## src/rtl/fifo_uart_tx_pkg.sv

```systemverilog
// rtl/fifo_uart_tx_pkg.sv - shared UART constants, state encodings and helpers
package fifo_uart_tx_pkg;

  typedef enum logic [1:0] {
    ST_IDLE  = 2'd0,
    ST_START = 2'd1,
    ST_DATA  = 2'd2,
    ST_STOP  = 2'd3
  } uart_state_t;

  localparam int UART_DBIT       = 8;
  localparam int UART_SB_TICK    = 16;
  localparam int UART_DVSR       = 326;
  localparam int UART_DVSR_BIT   = 9;
  localparam int UART_OVERSAMPLE = 16;

  // Tick counter is 4 bits, widened only when the stop bit needs more than 16 ticks.
  function automatic int tick_cnt_width(input int sb_tick);
    return (sb_tick > UART_OVERSAMPLE) ? $clog2(sb_tick) : 4;
  endfunction

endpackage

```

## src/rtl/baud_gen.sv

```systemverilog
// rtl/baud_gen.sv - mod-DVSR oversample tick generator with synchronous clear
module baud_gen #(
  parameter int DVSR     = 326,
  parameter int DVSR_BIT = 9
) (
  input  logic clk,
  input  logic reset,
  input  logic clr,
  output logic tick
);

  localparam logic [DVSR_BIT-1:0] CNT_LAST = DVSR_BIT'(DVSR - 1);

  logic [DVSR_BIT-1:0] r_cnt;

  always_ff @(posedge clk or posedge reset) begin
    if (reset) begin
      r_cnt <= '0;
    end else if (clr || (r_cnt == CNT_LAST)) begin
      r_cnt <= '0;
    end else begin
      r_cnt <= r_cnt + DVSR_BIT'(1);
    end
  end

  assign tick = (r_cnt == CNT_LAST) && !clr;

endmodule

```

## src/rtl/fifo_uart_tx.sv

```systemverilog
// rtl/fifo_uart_tx.sv - UART transmitter draining a first-word-fall-through FIFO
module fifo_uart_tx
  import fifo_uart_tx_pkg::*;
#(
  parameter int DBIT     = UART_DBIT,
  parameter int SB_TICK  = UART_SB_TICK,
  parameter int DVSR     = UART_DVSR,
  parameter int DVSR_BIT = UART_DVSR_BIT
) (
  input  logic            clk,
  input  logic            reset,
  input  logic            en,
  input  logic            empty,
  input  logic [DBIT-1:0] r_data,
  output logic            rd,
  output logic            tx,
  output logic            tx_busy
);

  localparam int S_W = tick_cnt_width(SB_TICK);
  localparam int N_W = (DBIT > 1) ? $clog2(DBIT) : 1;
  localparam logic [S_W-1:0] S_BIT_LAST  = S_W'(UART_OVERSAMPLE - 1);
  localparam logic [S_W-1:0] S_STOP_LAST = S_W'(SB_TICK - 1);
  localparam logic [N_W-1:0] N_LAST      = N_W'(DBIT - 1);

  uart_state_t     r_state;
  logic [S_W-1:0]  r_s_reg;
  logic [N_W-1:0]  r_n_reg;
  logic [DBIT-1:0] r_b_reg;
  logic            r_tx;
  logic            r_rd;
  logic            r_busy;

  logic            w_tick;
  logic            w_clr;
  logic            w_start;
  logic            w_load;
  logic [DBIT-1:0] w_b_shift;

  assign w_start   = en && !empty;
  assign w_clr     = (r_state == ST_IDLE);
  assign w_b_shift = r_b_reg >> 1;

  // A frame may start from IDLE or straight out of the final stop tick, so
  // back-to-back frames carry no idle cycle between stop and start.
  assign w_load = w_start &&
                  ((r_state == ST_IDLE) ||
                   ((r_state == ST_STOP) && w_tick && (r_s_reg == S_STOP_LAST)));

  baud_gen #(
    .DVSR     (DVSR),
    .DVSR_BIT (DVSR_BIT)
  ) u_baud_gen (
    .clk   (clk),
    .reset (reset),
    .clr   (w_clr),
    .tick  (w_tick)
  );

  always_ff @(posedge clk or posedge reset) begin
    if (reset) begin
      r_state <= ST_IDLE;
      r_s_reg <= '0;
      r_n_reg <= '0;
      r_b_reg <= '0;
      r_tx    <= 1'b1;
      r_rd    <= 1'b0;
      r_busy  <= 1'b0;
    end else begin
      r_rd <= 1'b0;
      if (w_load) begin
        r_state <= ST_START;
        r_b_reg <= r_data;
        r_s_reg <= '0;
        r_n_reg <= '0;
        r_tx    <= 1'b0;
        r_rd    <= 1'b1;
        r_busy  <= 1'b1;
      end else begin
        case (r_state)
          ST_IDLE: begin
            r_tx   <= 1'b1;
            r_busy <= 1'b0;
          end
          ST_START: begin
            if (w_tick) begin
              if (r_s_reg == S_BIT_LAST) begin
                r_state <= ST_DATA;
                r_s_reg <= '0;
                r_n_reg <= '0;
                r_tx    <= r_b_reg[0];
              end else begin
                r_s_reg <= r_s_reg + S_W'(1);
              end
            end
          end
          ST_DATA: begin
            if (w_tick) begin
              if (r_s_reg == S_BIT_LAST) begin
                r_s_reg <= '0;
                r_b_reg <= w_b_shift;
                if (r_n_reg == N_LAST) begin
                  r_state <= ST_STOP;
                  r_tx    <= 1'b1;
                end else begin
                  r_n_reg <= r_n_reg + N_W'(1);
                  r_tx    <= w_b_shift[0];
                end
              end else begin
                r_s_reg <= r_s_reg + S_W'(1);
              end
            end
          end
          ST_STOP: begin
            if (w_tick) begin
              if (r_s_reg == S_STOP_LAST) begin
                r_state <= ST_IDLE;
                r_busy  <= 1'b0;
              end else begin
                r_s_reg <= r_s_reg + S_W'(1);
              end
            end
          end
          default: begin
            r_state <= ST_IDLE;
            r_tx    <= 1'b1;
            r_busy  <= 1'b0;
          end
        endcase
      end
    end
  end

  assign rd      = r_rd;
  assign tx      = r_tx;
  assign tx_busy = r_busy;

endmodule

```

## config.mk

```make
export PLATFORM = sky130hd
export DESIGN_NAME = fifo_uart_tx
export DESIGN_NICKNAME = d
export VERILOG_FILES = /design/src/rtl/fifo_uart_tx_pkg.sv /design/src/rtl/baud_gen.sv /design/src/rtl/fifo_uart_tx.sv
export SDC_FILE = /design/constraint.sdc
export NUM_CORES = 1
export LEC_CHECK = 0
export ABC_AREA = 1
export CELL_PAD_IN_SITES_DETAIL_PLACEMENT = 1
export CELL_PAD_IN_SITES_GLOBAL_PLACEMENT = 2
export CORE_UTILIZATION = 30
export CTS_CLUSTER_SIZE = 40
export DETAILED_ROUTE_END_ITERATION = 10
export PLACE_DENSITY = 0.79
export SYNTH_ARGS = -nofsm -noshare
export SYNTH_HDL_FRONTEND = slang
export SYNTH_HIERARCHICAL = 1
export SYNTH_SLANG_ARGS = --single-unit
```

## constraint.sdc

```tcl
create_clock -name clk -period 1.95 [get_ports clk]
set_clock_uncertainty 0.05 [all_clocks]
set_input_delay 0.2925 -clock clk [delete_from_list [all_inputs] [get_ports clk]]
set_output_delay 0.2925 -clock clk [all_outputs]
set_load 0.02 [all_outputs]
```

==> results.cfg, run 1 <==
[yosys]
ys_warn_count = 6
yosysTopAreaCellShare_pct = 39.86
synth_top_area_cell = dfrtp_1
avgSynthCellArea_um2 = 7.513
ys_top_cells_by_area = dfrtp_1, nand2_1, ha_1, inv_1, nand3_1
seq_area_frac_synth_pct = 41.35
syn_nets = 256
synth-seq-cells = 29
synth_area_mm2 = 0.001758
syn_inst = 234
synth_cell_types = 28

[cts]
cts.clk_slew.worst_paths_ns = 0.07
cts_buffer_depth = 2
ctsRootBufferMaster = clkbuf_8
cts.sinks = 29
numCtsBuffers = 5
clk_latency_ns = 0.28
htreeDepth = 2
cts_tree = yes

[setup_path]
critPathKind = reg -> reg
crit_fanout = 4
cp_top_family = simple AND/OR/NAND/NOR gates
crit_chain = inv_1, ha_2, nand2_1, nor2_1, nand2_1, nor2_2, nand2_2, o21bai_4, nand2_2, o21ai_2, buf_4, o21ai_0
crit_path_start = u_baud_gen/r_cnt[1]$_DFF_PP0_
cp.arrival_ns = 1.99
cp-start-kind = register
slowest_delay_ns = 0.38
cp_data_required_time_ns = 2.06
critical_path.slowest_cell = dfrtp_1
rr_endpoint = r_b_reg[7]$_DFFE_PP0P_
r2r-start = u_baud_gen/r_cnt[1]$_DFF_PP0_
critical_path_buf_inv_count = 2
reg2reg_slack_ns = 0.08
crit_path_end = r_b_reg[7]$_DFFE_PP0P_
worstRegToRegCells = 12
worstSetupPathDepth = 12
cp-end-kind = register

[global_route]
gr-usage-met3_pct = 3.140
grt_use_met1_pct = 19.29
grt_max_degree = 21
grt.overflow.total = 0
use_met2_pct = 26.52
grt_most_used_layer = met2
grt_pass1_vias = 1619
grt_pass1_wl_um = 7472
grtUsageTotal_pct = 15.56
antenna_found_initial = 0

[timing]
hold_viol = 0
max_freq_mhz = 533.4
finalMaxSlewViolations = 0
rsz0062_at_grt = yes
relSlewSlack_pct = 73.24
setup-violations-final = 0
fin_ws_ns = 0.07525
period_minus_slack_ns = 1.875
tns_ns = 0
finalCritPeriodShare_pct = 96.14
worstMarginPinSlew_ns = 0.3999

[final_layout]
final_common_cell = nand2_1
layout-drive-gt1-share_pct = 21.66
area_growth_pct = 33.88
multiInputGateArea_um2 = 950.9
antenna_cells = 0
nNetsFinal = 298
largest_reg_flops = 9
fillers = 694
seqCellArea_um2 = 726.9
layout_common_cells = nand2_1, inv_1, dfrtp_1, nor2_1, buf_4

[power_and_ir_drop]
netSwitchingPower_w = 0.0002489
fin_total_pwr_w = 0.001289
p_leak_nw = 1.261
intPower_w = 0.001040
power.clock.fraction_pct = 50.1
p_per_area_mw_per_mm2 = 547.8
seqPwrFrac_pct = 46.7
p_comb_share_pct = 3.2
ir_drop_v = 0.0002519
swShare_pct = 19.31

[drt]
num_vias = 1595
postRouteAntennaNets = 0
drt_iter0_markers = 25
via_per_inst = 4.570
wire_per_inst_um = 12.03
wl_um = 4200
first_pass_iters = 4
drc = 0

[floorplan]
initial_utilization_pct = 31.54
rows = 27
die_w_um = 78.55
core_mm2 = 0.005574
ioPinCount = 15
die_area_mm2 = 0.006170
die_y_um = 78.55

[hold_path]
hold_path_class = in -> async

[place]
place_ws_ns = 0.01696
dp_hpwl_um = 3261
place.gp.congestion = 0.7538
port_buffers = 14

[status]
status = finished, final reports clean

[run]
cap_violations = 0
## area by class of cell
cell class              instances  share of cell area (%)
clock buffers                   7                   3.668
flip-flops and latches         29                   30.89
inverters                      34                   5.423
well taps                      72                   3.828
clock inverters                 1                   1.276
repair buffers                 37                   14.51
multi-input cells             169                   40.40
## how the worst min path moves through the flow
stage,start,endpoint,slack (ns),depth (start not counted)
detailed placement,tx$_DFFE_PP1P_,tx$_DFFE_PP1P_,0.43,2
finish,reset,u_baud_gen/r_cnt[4]$_DFF_PP0_,0.26,2
CTS,reset,u_baud_gen/r_cnt[4]$_DFF_PP0_,0.27,2
global placement,tx$_DFFE_PP1P_,tx$_DFFE_PP1P_,0.43,2
global route,reset,u_baud_gen/r_cnt[0]$_DFF_PP0_,0.29,2
floorplan,reset,u_baud_gen/r_cnt[0]$_DFF_PP0_,0.07,1
## power by group through the flow
stage          combinational (W)  sequential [W]  clock [W]
2_1_floorplan          0.0000116        0.000613          0
3_3_place_gp           0.0000425        0.000613          0
3_5_place_dp           0.0000427        0.000613          0
4_1_cts                0.0000431        0.000601   0.000666
5_1_grt                0.0000480        0.000601   0.000694
6_report               0.0000418        0.000602   0.000646
## timing repair
action                     in CTS  in global routing
setup buffers                   0                  2
hold buffers                    0                  0
setup endpoints to repair       0                 20
gates resized for setup         0                 27
## layer usage
layer / vias up / part of all wire, %
met3: 6 / 2.3
li1: 826 / -
met2: 19 / 49
met4: 0 / 1.2
met5: - / 0
met1: 744 / 47
## through the flow
| stage | utilization [%] | hold WS (ns) | cells | cell area [um2] |
|---|---|---|---|---|
| CTS | 40.07 | 0.2669 | 345 | 2233 |
| global route | 42.22 | 0.2876 | 349 | 2354 |
| floorplan | - | 0.07042 | 234 | 1758 |
| finish | 42.22 | 0.2555 | 349 | 2354 |
| detailed placement | 37.98 | 0.4320 | 337 | 2117 |
| global placement | 37.98 | 0.4341 | 337 | 2117 |
## cell families (layout without fill, tap and decap cells)
family | after synthesis | count (layout) | share of synthesized area, %
DFF | 29 | 29 | 41.35
xor gates and xnor gates | 4 | 4 | 1.993
buffers and inverters | 37 | 79 | 8.470
adders and majority gates | 10 | 10 | 7.117
and+or+nand+nor | 124 | 125 | 30.18
AOI/OAI and AO/OA | 30 | 30 | 10.89
## Yosys cell counts
| master | n |
|---|---|
| or2_2 | 1 |
| nand3_2 | 1 |
| xnor2_1 | 1 |
| buf_2 | 2 |
| clkinv_1 | 1 |
| a21boi_0 | 1 |
| o21bai_4 | 1 |
| o21ai_0 | 9 |
| inv_1 | 32 |
| o21ai_2 | 1 |
| ha_1 | 10 |
| o21ai_1 | 1 |
| nor2_1 | 24 |
| xor2_1 | 3 |
| inv_2 | 1 |
| nand2_1 | 71 |
| a21oi_1 | 9 |
| nand2_2 | 2 |
| o211ai_1 | 7 |
| dfstp_2 | 1 |
| nand2_4 | 1 |
| buf_6 | 1 |
| nand3_1 | 18 |
| nor2_2 | 2 |
| a21oi_2 | 1 |
| nand4_1 | 3 |
| dfrtp_1 | 28 |
| nand4_2 | 1 |
Power figures use the tool's default switching activity.
==> run 2: changes to the inputs <==
ABC_AREA = not set   (was 1)
CORE_UTILIZATION = 33   (was 30)
CTS_CLUSTER_SIZE = 24   (was 40)
PLACE_DENSITY = 0.78   (was 0.79)
==> run 2 against run 1 <==
Net effect:
- the run now ends with setup timing left
- fmax is 10% lower
- clock-buffer cell count unchanged
- global-route usage grew 0.16 points
- first-iteration DRC count grew 8.0%
- worst setup slack worse by 0.22 ns
- non-clock buffer count shrank 1
==> results.cfg, run 2 <==
[status]
status = finished with violations
violations = setup timing

[setup_path]
crit_fanout = 5
r2r-start = u_baud_gen/r_cnt[7]$_DFF_PP0_
worstRegToRegCells = 10
cp_data_required_time_ns = 2.06
critical_path.slowest_cell = dfrtp_1
cp-start-kind = register
slowest_delay_ns = 0.38
reg2reg_slack_ns = -0.14
crit_chain = and4bb_1, nand4_1, nor2_2, and4_4, buf_6, buf_4, o22a_1, buf_6, nor2b_4, o21bai_1
path_common_cell = buf_6
rr_endpoint = r_state[0]$_DFFE_PP0P_
cp-end-kind = register
cp.arrival_ns = 2.20
critPathKind = reg -> reg

[floorplan]
die_y_um = 71.91
rows = 25
initial_utilization_pct = 34.15
ioPinCount = 15
core_mm2 = 0.004723
die_w_um = 71.91
die_area_mm2 = 0.005171

[yosys]
synth_top_area_cell = dfrtp_1
yosysTopAreaCellShare_pct = 43.44
ys_warn_count = 6
async_flop_share_pct = 100.0
avgSynthCellArea_um2 = 10.68
seq_area_frac_synth_pct = 45.07
synthTopCellsByCount = dfrtp_1, nor2_1, mux2_2
synth-seq-cells = 29
synth_cell_types = 43
synth.most_common_cell = dfrtp_1
ys_top_cells_by_area = dfrtp_1, mux2_2, ha_1, nor2_1, a21oi_1
syn_nets = 173
synth-edff-count = 0
synth_area_mm2 = 0.001613
syn_inst = 151
synth_flop_cell = dfrtp_1

[place]
place.gp.congestion = 0.7807
port_buffers = 14
dp_hpwl_um = 2846

[final_layout]
nNetsFinal = 211
area_growth_pct = 30.10
final_core_util_pct = 44.42
final_common_cell = dfrtp_1
layout_common_cells = dfrtp_1, buf_4, clkdlybuf4s50_1, nor2_1, mux2_2
largest_reg_flops = 9
antenna_cells = 0
layout-drive-gt1-share_pct = 31.22

[run]
cap_violations = 0

[global_route]
grt_pass1_wl_um = 6216
grt_most_used_layer = met2
gr-usage-met3_pct = 3.333
grt.overflow.total = 0
use_met2_pct = 26.73
grt_max_degree = 14
grt_pass1_vias = 1301
antenna_found_initial = 0
grt_use_met1_pct = 20.25
grtUsageTotal_pct = 15.72

[power_and_ir_drop]
ir_drop_v = 0.0004585
power.clock.fraction_pct = 17.7
netSwitchingPower_w = 0.0009973
p_per_area_mw_per_mm2 = 1319
p_comb_share_pct = 45.7
swShare_pct = 36.04
p_leak_nw = 0.9523
seqPwrFrac_pct = 36.6
intPower_w = 0.001770

[drt]
first_pass_iters = 4
wl_um = 3741
drt_iter0_markers = 27
drc = 0
num_vias = 1275
wire_per_inst_um = 14.61
postRouteAntennaNets = 0
via_per_inst = 4.980

[cts]
numCtsBuffers = 5
cts_tree = yes
cts.sinks = 29
cts.clk_slew.worst_paths_ns = 0.06
htreeDepth = 2
cts_buffer_depth = 2
ctsHoldBuffers = 0
ctsRootBufferMaster = clkbuf_8
clk_latency_ns = 0.27

[hold_path]
hold_path_class = in -> async

[timing]
hold_viol = 0
fin_ws_ns = -0.1439
tns_ns = -1.189
rsz0062_at_grt = yes
period_minus_slack_ns = 2.094
worstMarginPinSlew_ns = 0.3567
relSlewSlack_pct = 76.20
setup-violations-final = 12
finalMaxSlewViolations = 0
max_freq_mhz = 477.6
finalCritPeriodShare_pct = 107.4
run 2: cell count changes after synthesis, sizes merged, moves of 3 or more:
cell	before	now
o21ai	11	8
nor2	26	14
nand3	19	9
mux2	0	14
mux2i	0	3
inv	33	7
or3	0	4
o211ai	7	0
nand2	74	8
run 2: cell families after synthesis:
| kind of cell | count (synthesis) | share of synthesized area (%) |
|---|---|---|
| DFF | 29 | 45.07 |
| muxes | 17 | 12.10 |
| xor gates and xnor gates | 4 | 2.173 |
| buffers and inverters | 12 | 3.801 |
| AOI/OAI and AO/OA | 30 | 12.18 |
| adders and majority gates | 10 | 7.758 |
| and+or+nand+nor | 49 | 16.91 |
run 2: timing repair:
action | CTS | global route
pin swaps | 5 | 6
resized for setup | 6 | 6
endpoints found under the setup margin | 18 | 20
buffers inserted | 0 | 3
run 2: worst max-delay path: cells and delay by family, from the launching register on:
kind                   cells  cell delay, ns
and+or+nand+nor            5            0.87
DFF                        1            0.38
AOI/OAI and AO/OA          2            0.30
buffers and inverters      3            0.37
run 2: per-stage QoR:
step / power, W / worst slack, ns / cells / area, um2 / hold slack, ns
after floorplan: 0.001732 / -0.1213 / 151 / 1613 / 0.07042
after global placement: 0.002073 / -0.06146 / 246 / 1944 / 0.4756
after detailed placement: 0.002156 / -0.1555 / 246 / 1944 / 0.4703
after CTS: 0.002675 / -0.1688 / 253 / 2048 / 0.2542
after global routing: 0.002971 / -0.2447 / 256 / 2098 / 0.2870
final: 0.002767 / -0.1439 / 256 / 2098 / 0.2527
run 2: how the worst max path moves through the flow:
stage                                   from                     end  depth (start not counted)
2_1_floorplan  u_baud_gen/r_cnt[5]$_DFF_PP0_  r_b_reg[0]$_DFFE_PP0P_                          9
3_3_place_gp   u_baud_gen/r_cnt[5]$_DFF_PP0_  r_b_reg[1]$_DFFE_PP0P_                          8
3_5_place_dp   u_baud_gen/r_cnt[7]$_DFF_PP0_  r_b_reg[3]$_DFFE_PP0P_                          8
4_1_cts        u_baud_gen/r_cnt[5]$_DFF_PP0_  r_b_reg[3]$_DFFE_PP0P_                          8
5_1_grt        u_baud_gen/r_cnt[7]$_DFF_PP0_  r_state[0]$_DFFE_PP0P_                         10
6_report       u_baud_gen/r_cnt[7]$_DFF_PP0_  r_state[0]$_DFFE_PP0P_                         10
run 2: power groups by stage:
stage	sequential, W	combinational (W)	clock [W]
finish	0.00101	0.00126	0.000490
global route	0.00104	0.00139	0.000542
CTS	0.00101	0.00115	0.000513
detailed placement	0.00102	0.00114	0
global placement	0.00100	0.00107	0
floorplan	0.00103	0.000704	0
run 2: routing by layer:
layer,vias to the layer above,part of all wire (%)
li1,611,-
met1,639,45
met2,21,51
met3,4,2.8
met4,0,0.91
met5,-,0
run 2: area by class of cell:
class,count,area [um2]
Fill cell,526,2625
Multi-Input combinational cell,110,858.3
Sequential cell,29,726.9
Timing Repair Buffer,36,316.6
Clock buffer,7,86.33
Tap cell,67,83.83
Inverter,7,26.28
==> run 3: changes to the inputs <==
SETUP_SLACK_MARGIN = 0.05   (was not set)
TNS_END_PERCENT = 10   (was not set)
==> run 3 against run 2 <==
Net effect:
- the flow still finishes with violations (setup timing)
- sequential cell count stayed put
- die area unchanged
- first-iteration DRC count shrank 15%
- sequential share of layout area is 0.25 points higher
- non-clock buffer count is the same
- cell area shrank 0.72%
- hold slack gained 0.0018 ns
- total power fell by 1.6%
- critical path depth did not move
- utilization down 0.32 points
- worst setup slack got worse by 0.011 ns
- largest cell class unchanged
- largest power group unchanged
==> results.cfg, run 3 (synthesis gave the netlist of run 2 again) <==
[cts]
clk_latency_ns = 0.27
numCtsBuffers = 5
cts_tree = yes
ctsHoldBuffers = 0
cts.clk_slew.worst_paths_ns = 0.06
cts.sinks = 29
ctsRootBufferMaster = clkbuf_8
cts_buffer_depth = 2
htreeDepth = 2

[timing]
worstMarginPinSlew_ns = 0.3567
hold_viol = 0
rsz0062_at_grt = yes
max_freq_mhz = 475.2
worst_hold_slack_ns = 0.2546
period_minus_slack_ns = 2.105
setup-violations-final = 12
tns_ns = -1.177
finalCritPeriodShare_pct = 107.9
relSlewSlack_pct = 76.20
finalMaxSlewViolations = 0
fin_ws_ns = -0.1545

[floorplan]
initial_utilization_pct = 34.15
ioPinCount = 15
rows = 25
die_y_um = 71.91
die_area_mm2 = 0.005171
core_mm2 = 0.004723
die_w_um = 71.91

[place]
place_ws_ns = -0.1555
port_buffers = 14
dp.cells = 246
place.gp.congestion = 0.7807
dp_hpwl_um = 2846

[final_layout]
fin_cells = 256
layout_common_cells = dfrtp_1, buf_4, clkdlybuf4s50_1, nor2_1, mux2_2
multiInputGateArea_um2 = 847.1
antenna_cells = 0
seqCellArea_um2 = 726.9
nNetsFinal = 211
largest_reg_flops = 9
layout-drive-gt1-share_pct = 30.16
fillers = 528
final_common_cell = dfrtp_1
area_growth_pct = 29.17

[drt]
via_per_inst = 4.973
first_pass_iters = 4
wl_um = 3722
drc = 0
postRouteAntennaNets = 0
drt_iter0_markers = 23
num_vias = 1273
wire_per_inst_um = 14.54

[setup_path]
cp-start-kind = register
crit_fanout = 5
cp-end-kind = register
cp_data_required_time_ns = 2.09
critPathKind = reg -> reg
cp.arrival_ns = 2.25

[global_route]
antenna_found_initial = 0
grt_max_degree = 14
grtUsageTotal_pct = 15.72
grt.overflow.total = 0
grt_pass1_wl_um = 6216
grt_pass1_vias = 1304

[power_and_ir_drop]
fin_total_pwr_w = 0.002723
p_leak_nw = 0.9485
p_per_area_mw_per_mm2 = 1307
ir_drop_v = 0.0004572

[status]
violations = setup timing
status = finished with violations

[run]
cap_violations = 0

[hold_path]
hold_path_class = in -> async
run 3: cell types whose count changed in the layout (fill, tap and decap cells not counted):
cell,before,now
buf_4,19,20
nor2b_1,0,1
buf_6,3,2
nor2b_4,2,1
o21ai_2,1,0
o21ai_1,0,1
run 3: routing by layer:
layer	vias up	routed length, um	share of wire, %	GRT usage, %
li1	610	-	-	-
met1	638	1690	45	20.25
met2	21	1894	51	26.73
met3	4	103	2.8	3.333
met4	0	34	0.91	4.575
met5	-	0	0	0
run 3: critical path, stage by stage, from the launching register on:
cell	delay [ns]
dfrtp_1	0.38
and4bb_1	0.29
nand4_1	0.11
nor2_2	0.12
and4_4	0.24
buf_6	0.11
buf_4	0.13
o22a_1	0.21
buf_4	0.14
a21oi_1	0.06
o21bai_1	0.18
run 3: worst paths after layout:
path                                               start                      to  depth (start not counted)  slack (ns)
setup / recovery           u_baud_gen/r_cnt[7]$_DFF_PP0_  r_state[0]$_DFFE_PP0P_                         10       -0.15
min in group clk                  r_b_reg[7]$_DFFE_PP0P_  r_b_reg[7]$_DFFE_PP0P_                          2        0.48
max in group asynchronous                          reset  r_b_reg[2]$_DFFE_PP0P_                          3        1.09
hold reg to reg                   r_b_reg[7]$_DFFE_PP0P_  r_b_reg[7]$_DFFE_PP0P_                          2        0.48
hold / removal                                     reset  r_state[0]$_DFFE_PP0P_                          2        0.25
setup reg to reg           u_baud_gen/r_cnt[7]$_DFF_PP0_  r_state[0]$_DFFE_PP0P_                         10       -0.15
run 3: per-stage QoR:
| step | utilization [%] | area [um2] |
|---|---|---|
| after floorplan | - | 1613 |
| after global placement | 41.17 | 1944 |
| after detailed placement | 41.17 | 1944 |
| after CTS | 43.36 | 2048 |
| after global routing | 44.11 | 2083 |
| final | 44.11 | 2083 |
run 3: repair_timing:
item / CTS / global route
endpoints found under the setup margin: 19 / 20
pin swaps: 5 / 4
setup buffers: 0 / 3
hold endpoints to repair: 0 / 0
resized for setup: 6 / 3
run 3: power by group:
| group | internal (W) | switching (W) |
|---|---|---|
| Combinational | 0.000619 | 0.000601 |
| Sequential | 0.000845 | 0.000168 |
| Clock | 0.000279 | 0.000210 |
run 3: area by class of cell:
type,count,area share [%]
sequential,29,34.89
multi-input combinational,110,40.66
inverter,7,1.261
tap,67,4.024
timing repair buffer,36,15.02
clock buffer,7,4.144
